[src/rtl/rob_multi_commit_pkg.sv]
// rob_multi_commit_pkg: shared defaults and entry/commit record types for the reorder buffer
package rob_multi_commit_pkg;
   localparam int ROB_ENTRIES_DEF  = 16;
   localparam int COMMIT_WIDTH_DEF = 2;
   localparam int ROB_IDX_W        = $clog2(ROB_ENTRIES_DEF);
   typedef struct packed {
      logic        valid;
      logic        done;
      logic        mispred;
      logic [4:0]  dst_areg;
      logic [5:0]  dst_preg;
      logic [5:0]  old_preg;
      logic [31:0] pc;
      logic [31:0] tgt_pc;
   } rob_entry_t;
   typedef struct packed {
      logic [4:0] dst_areg;
      logic [5:0] dst_preg;
      logic [5:0] old_preg;
   } rob_commit_t;
endpackage

[src/rtl/rob_commit_select.sv]
// rob_commit_select: in-order prefix scan over the retirement window starting at head
//   ent_valid/ent_done/ent_mispred : state of entries head+0 .. head+CW-1
//   commit_valid                   : thermometer mask of slots retiring this cycle
//   flush_sel                      : one-hot slot of the retiring mispredict (zero if none)
module rob_commit_select #(
   parameter int CW = 2
) (
   input  logic [CW-1:0] ent_valid,
   input  logic [CW-1:0] ent_done,
   input  logic [CW-1:0] ent_mispred,
   output logic [CW-1:0] commit_valid,
   output logic [CW-1:0] flush_sel
);
   logic ok;
   always_comb begin
      ok           = 1'b1;
      commit_valid = '0;
      flush_sel    = '0;
      for (int k = 0; k < CW; k++) begin
         commit_valid[k] = ok & ent_valid[k] & ent_done[k];
         flush_sel[k]    = commit_valid[k] & ent_mispred[k];
         // a mispredict retires but closes the window for younger slots
         ok              = commit_valid[k] & ~ent_mispred[k];
      end
   end
endmodule

[src/rtl/rob_multi_commit.sv]
// rob_multi_commit: reorder buffer with multi-port completion, multi-wide in-order commit and mispredict flush
//   disp_*   : dispatch handshake and entry payload; disp_rob_idx is the tail slot
//   cmpl_*   : per-FU completion strobes, flattened per port
//   commit_* : per-slot retirement, slot 0 oldest
//   flush_*  : redirect raised in the cycle a mispredicted entry retires
//   rob_count/rob_empty : occupancy
module rob_multi_commit
   import rob_multi_commit_pkg::*;
#(
   parameter int ROB_ENTRIES  = ROB_ENTRIES_DEF,
   parameter int NUM_FUS      = 4,
   parameter int COMMIT_WIDTH = COMMIT_WIDTH_DEF,
   parameter int IDX_W        = $clog2(ROB_ENTRIES)
) (
   input  logic                      clk,
   input  logic                      rst_n,
   input  logic                      disp_valid,
   output logic                      disp_ready,
   input  logic [4:0]                disp_dst_areg,
   input  logic [5:0]                disp_dst_preg,
   input  logic [5:0]                disp_old_preg,
   input  logic [31:0]               disp_pc,
   output logic [IDX_W-1:0]          disp_rob_idx,
   input  logic [NUM_FUS-1:0]        cmpl_valid,
   input  logic [NUM_FUS*IDX_W-1:0]  cmpl_rob_idx,
   input  logic [NUM_FUS-1:0]        cmpl_mispred,
   input  logic [NUM_FUS*32-1:0]     cmpl_tgt_pc,
   output logic [COMMIT_WIDTH-1:0]   commit_valid,
   output logic [COMMIT_WIDTH*5-1:0] commit_dst_areg,
   output logic [COMMIT_WIDTH*6-1:0] commit_dst_preg,
   output logic [COMMIT_WIDTH*6-1:0] commit_old_preg,
   output logic                      flush_valid,
   output logic [31:0]               flush_pc,
   output logic [IDX_W:0]            rob_count,
   output logic                      rob_empty
);
   rob_entry_t              rob [ROB_ENTRIES];
   rob_commit_t             cm [COMMIT_WIDTH];
   logic [IDX_W-1:0]        head, tail, head_nxt;
   logic [IDX_W:0]          count, pop;
   logic [IDX_W-1:0]        win_idx [COMMIT_WIDTH];
   logic [COMMIT_WIDTH-1:0] win_valid, win_done, win_mispred, flush_sel;
   logic                    fire, full, unused_pc;

   for (genvar k = 0; k < COMMIT_WIDTH; k++) begin : g_win
      assign win_idx[k]     = head + IDX_W'(k);
      assign win_valid[k]   = rob[win_idx[k]].valid;
      assign win_done[k]    = rob[win_idx[k]].done;
      assign win_mispred[k] = rob[win_idx[k]].mispred;
   end

   rob_commit_select #(.CW(COMMIT_WIDTH)) u_sel (
      .ent_valid    (win_valid),
      .ent_done     (win_done),
      .ent_mispred  (win_mispred),
      .commit_valid (commit_valid),
      .flush_sel    (flush_sel)
   );

   always_comb begin
      pop             = '0;
      flush_pc        = '0;
      commit_dst_areg = '0;
      commit_dst_preg = '0;
      commit_old_preg = '0;
      for (int k = 0; k < COMMIT_WIDTH; k++) begin
         cm[k] = '0;
         if (commit_valid[k])
            cm[k] = rob_commit_t'{dst_areg: rob[win_idx[k]].dst_areg,
                                  dst_preg: rob[win_idx[k]].dst_preg,
                                  old_preg: rob[win_idx[k]].old_preg};
         commit_dst_areg[k*5 +: 5] = cm[k].dst_areg;
         commit_dst_preg[k*6 +: 6] = cm[k].dst_preg;
         commit_old_preg[k*6 +: 6] = cm[k].old_preg;
         pop      = pop + (IDX_W+1)'(commit_valid[k]);
         flush_pc = flush_pc | (flush_sel[k] ? rob[win_idx[k]].tgt_pc : 32'h0);
      end
   end

   // pc is carried per entry for trace visibility only; nothing downstream consumes it
   always_comb begin
      unused_pc = 1'b0;
      for (int i = 0; i < ROB_ENTRIES; i++) unused_pc = unused_pc ^ (^rob[i].pc);
   end

   assign flush_valid  = |flush_sel;
   assign full         = count == (IDX_W+1)'(ROB_ENTRIES);
   assign disp_ready   = !full && !flush_valid;
   assign fire         = disp_valid && disp_ready;
   assign head_nxt     = head + pop[IDX_W-1:0];
   assign disp_rob_idx = tail;
   assign rob_count    = count;
   assign rob_empty    = count == '0;

   always_ff @(posedge clk or negedge rst_n) begin
      if (!rst_n) begin
         head  <= '0;
         tail  <= '0;
         count <= '0;
         for (int i = 0; i < ROB_ENTRIES; i++) rob[i] <= '0;
      end else begin
         head <= head_nxt;
         if (flush_valid) begin
            tail  <= head_nxt;
            count <= '0;
            for (int i = 0; i < ROB_ENTRIES; i++) rob[i].valid <= 1'b0;
         end else begin
            tail  <= tail + IDX_W'(fire);
            count <= count + (IDX_W+1)'(fire) - pop;
            for (int p = 0; p < NUM_FUS; p++)
               if (cmpl_valid[p] && rob[cmpl_rob_idx[p*IDX_W +: IDX_W]].valid) begin
                  rob[cmpl_rob_idx[p*IDX_W +: IDX_W]].done    <= 1'b1;
                  rob[cmpl_rob_idx[p*IDX_W +: IDX_W]].mispred <= cmpl_mispred[p];
                  rob[cmpl_rob_idx[p*IDX_W +: IDX_W]].tgt_pc  <= cmpl_tgt_pc[p*32 +: 32];
               end
            for (int k = 0; k < COMMIT_WIDTH; k++)
               if (commit_valid[k]) rob[win_idx[k]].valid <= 1'b0;
            // tail never aliases a retiring slot: full blocks dispatch and empty retires nothing
            if (fire)
               rob[tail] <= '{valid: 1'b1, done: 1'b0, mispred: 1'b0,
                              dst_areg: disp_dst_areg, dst_preg: disp_dst_preg,
                              old_preg: disp_old_preg, pc: disp_pc, tgt_pc: 32'h0};
         end
      end
   end

   // two ports completing the same entry in one cycle is an upstream protocol error
   always_ff @(posedge clk) begin
      for (int p = 0; p < NUM_FUS; p++)
         for (int q = p + 1; q < NUM_FUS; q++)
            assert (!rst_n || !(cmpl_valid[p] && cmpl_valid[q] &&
                    cmpl_rob_idx[p*IDX_W +: IDX_W] == cmpl_rob_idx[q*IDX_W +: IDX_W]));
   end
endmodule
[config.mk]
export PLATFORM = sky130hd
export DESIGN_NAME = rob_multi_commit
export DESIGN_NICKNAME = d
export VERILOG_FILES = /design/src/rtl/rob_multi_commit_pkg.sv /design/src/rtl/rob_commit_select.sv /design/src/rtl/rob_multi_commit.sv
export SDC_FILE = /design/constraint.sdc
export NUM_CORES = 2
export LEC_CHECK = 0
export CAP_MARGIN = 20
export CORE_MARGIN = 5
export CORE_UTILIZATION = 45
export DETAILED_ROUTE_END_ITERATION = 8
export GPL_ROUTABILITY_DRIVEN = 0
export HOLD_SLACK_MARGIN = 0.1
export PLACE_DENSITY = 0.61
export SYNTH_ARGS = -nofsm -noshare
export SYNTH_HDL_FRONTEND = slang
export SYNTH_SLANG_ARGS = --single-unit
[constraint.sdc]
create_clock -name clk -period 7 [get_ports clk]
set_input_delay 0.7 -clock clk [delete_from_list [all_inputs] [get_ports clk]]
set_output_delay 0.7 -clock clk [all_outputs]
set_load 0.02 [all_outputs]
==> results by group <==
Run status
  • Status: finished, violations left
  • Failing checks: design-rule violations

Setup path
  • Crit end category: primary output
  • CP max-delay cell: buf_12
  • Crit path buffers/inverters: 4
  • Startpoint Class: flop
  • CP Depth: 10
  • Worst Path Max Fanout: 133
  • Critical Path RT: 6.30 ns
  • Critical path's top delay family: buffers and inverters
  • FF-to-FF Start: head[1]
  • Arrival time of the worst setup path: 5.86 ns
  • Critical Path Max Stage Delay: 0.76 ns
  • Path depth of the worst reg2reg path: 8
  • CP startpoint: head[1]
  • Kind of critical path: reg2out
  • CP dominant cell by count: buf_4
  • CP Cell Sequence: buf_12 > mux4_2 > a22oi_1 > and3_1 > o41ai_2 > buf_4 > nor3_2 > buf_4 > a32o_1 > clkdlybuf4s50_1

Timing
  • Tcrit/Tclk final: 0.9371
  • Hold_ws: 0.5250 ns
  • Rel. slew slack: 0.09974
  • Final slew viol count: 0
  • Final setup margin: 0.4401 ns
  • Measured slew at the worst slew-check pin: 1.350 ns
  • Setup Viol. Count Final: 0
  • Final min period: 6.560 ns
  • Final clock skew: 0.06904 ns
  • RSZ-0062 raised after global routing: no
  • Setup_tns: 0 ns
  • Achievable frequency: 152.4 MHz
  • Final Hold Fails: 0

Detailed routing
  • Post-route DRC: 31
  • Drt first-iter violations: 11,390
  • Post-route ant nets: 0
  • Initial DRT Pass Iterations: 9
  • DRT Wirelength: 319.4 mm
  • Post-DR vias/cell: 7.717
  • Vias: 65,740
  • DR WL/cell: 37.49 um

Final layout
  • Ratio of cells with drive above 1 in the final layout: 0.2556
  • End-of-flow core utilization: 0.4983
  • Total Nets Final: 6,606
  • Sequential cell area: 21,160 sq um
  • Footprint of the multi-input gates: 43,340 sq um
  • Post-synthesis to final-layout area growth: 9.998%
  • Post-route cell area: 74,720 sq um
  • Non-filler instance count after layout: 8,519
  • Fillers: 13,420

Power
  • Design Power: 37.01 mW
  • Pwr per Cell Area: 495.3 nW/um^2
  • Pleak: 29.90 nW
  • Worst VDD drop: 0.6047 mV

GRT
  • Largest net degree at the start of global routing: 192
  • GR peak layer: met2
  • Met1 Use GR: 0.4790
  • Initial antenna violation count: 44
  • First-pass GRT wire length: 451.5 mm
  • GR Util met3: 0.1819
  • Vias in the first global route: 62,490
  • Grt total ovfl: 0
  • Met2 usage: 0.5386
  • GRT Overall Usage: 0.3883

Min path
  • Worst Hold Class: reg2reg
  • HP Start: rob[75]
  • WHS Path Cells: 1

Clock tree
  • Clock slew at reported path FFs: 0.06 ns
  • Root buf cell: clkbuf_16
  • Clock Tree Buf Depth: 3
  • Worst skew pair latency: 0.79 ns
  • Cts bufs inserted: 102
  • H-tree levels: 3
  • Post-cts sizing count: 0
  • Clock sinks: 845
  • CTS tree: done

Job
  • Max-Cap Viols: 0

Logic synthesis
  • Synth top area share: 0.3113
  • Avg Inst Size Synth: 9.911 sq um
  • FF+latch count, synth: 845
  • Synthesized area: 67,930 sq um
  • Prevailing post-synth register cell: dfrtp_1
  • EDFF count, synth: 0
  • Post-synth cell types: 67
  • Post-synthesis sequential area ratio: 0.3113
  • Syn Inst Count: 6,854
  • Asr flop ratio synth: 1.000
  • Area contributors post-synth: dfrtp_1, mux4_2, mux2_2, mux2i_1, clkbuf_1
  • Area leader, netlist: dfrtp_1
  • Synthesized Nets: 7,074
  • YS warnings: 0

Place
  • Port bufs: 251
  • Hpwl dp: 175.9 mm
  • Post-Place Cell Area: 70,950 sq um
  • Placed Instances: 8,292
  • Pre-CTS setup slack: 1.404 ns

Floorplan
  • IO Pins: 284
  • Die W: 398.5 um
  • Die area: 158,800 sq um
  • Height of the die: 398.5 um
  • Initial Util: 0.4530
  • Site Rows: 142
  • Core area: 150,000 sq um
-- worst paths after layout --
check / endpoint / slack [ns]
setup reg to reg: rob[344] / 1.41
min in group asynchronous: rob[1267] / 0.54
max in group asynchronous: rob[1156] / 4.74
hold reg to reg: rob[75] / 0.52
setup / recovery: flush_pc[14] / 0.44
hold / removal: rob[75] / 0.52
-- layout make-up --
cell class,instances,area share
Inverter,20,0.001072
Tap cell,2016,0.03376
Sequential cell,845,0.2832
Multi-Input combinational cell,5000,0.5800
Timing Repair Buffer,417,0.05342
Clock inverter,35,0.007485
Antenna cell,32,0.001072
Clock buffer,154,0.03999
-- routing by layer --
layer	wire, um	part of all wire
met1	112100	0.35
met2	129500	0.41
met3	50860	0.16
met4	26500	0.083
met5	496	0.0016
-- cell usage in the layout, fill, tap and decap left out, types with 17 or more instances in the layout --
cell type and count:
a311oi_1 35, clkbuf_16 102, a22oi_1 329, inv_1 18, a21o_1 36, nand3_1 54, a31oi_1 136, o211ai_1 71
clkbuf_1 28, nand2_1 692, clkinv_2 17, a222oi_1 32, a211oi_1 36, a21boi_0 19, nor2b_1 33, nor2_1 516
o31ai_1 66, buf_4 150, nand3_4 21, mux4_2 451, a32o_1 32, a21oi_1 418, nor2_4 19, a221oi_1 34
o21ai_0 174, nor3_1 18, and2_1 26, a311o_1 192, nand4_1 19, clkdlybuf4s50_1 250, diode_2 32, dfrtp_1 841
clkbuf_8 24, and3_2 18, mux2i_1 369, a211o_1 237, mux2_2 737
-- synth_stat cells (136+ instances only) --
cell type / number
mux4_2: 451
a211o_1: 237
mux2_2: 737
a22oi_1: 329
a311o_1: 192
o21ai_0: 174
a21oi_1: 419
clkbuf_1: 703
nand2_1: 694
mux2i_1: 369
a31oi_1: 136
buf_1: 163
dfrtp_1: 845
nor2_1: 536
-- state kept, by name, indices dropped and copies added, names as in the netlist --
signal and count:
disp_rob_idx 4, head 4, rob_count 5, rob 832
-- where the power goes --
part | internal (mW) | switching (mW)
combinational | 10.9 | 11.0
clock | 3.27 | 2.48
sequential | 7.12 | 2.27
total | 21.3 | 15.7
-- what timing repair did --
action / 4_1_cts / 5_1_grt
hold buffers: 1 / 0
setup buffers: 0 / 0
endpoints found under the hold margin: 73 / 0
-- kinds of logic (layout without fill, tap and decap cells) --
group                    count (synthesis)  in the layout  synth area share
AO/OA/AOI/OAI                         1882           1882            0.2016
multiplexers                          1557           1557            0.3261
AND/OR/NAND/NOR                       1533           1533           0.09552
buffers and inverters                 1009            626           0.06082
flip-flops                             845            845            0.3113
adder cells (fa/ha/maj)                 16             16          0.003168
XOR/XNOR                                12             12          0.001547
other                                    0             32                 0
-- worst register-to-register path: stages (launching register included) --
cell and delay, ns:
dfrtp_4 0.44, buf_12 0.76, mux4_2 0.62, a22oi_1 0.30
nand3_4 0.73, o21ai_4 0.90, buf_4 0.50, buf_4 0.72
mux2_2 0.46
Power figures use the tool's default switching activity.
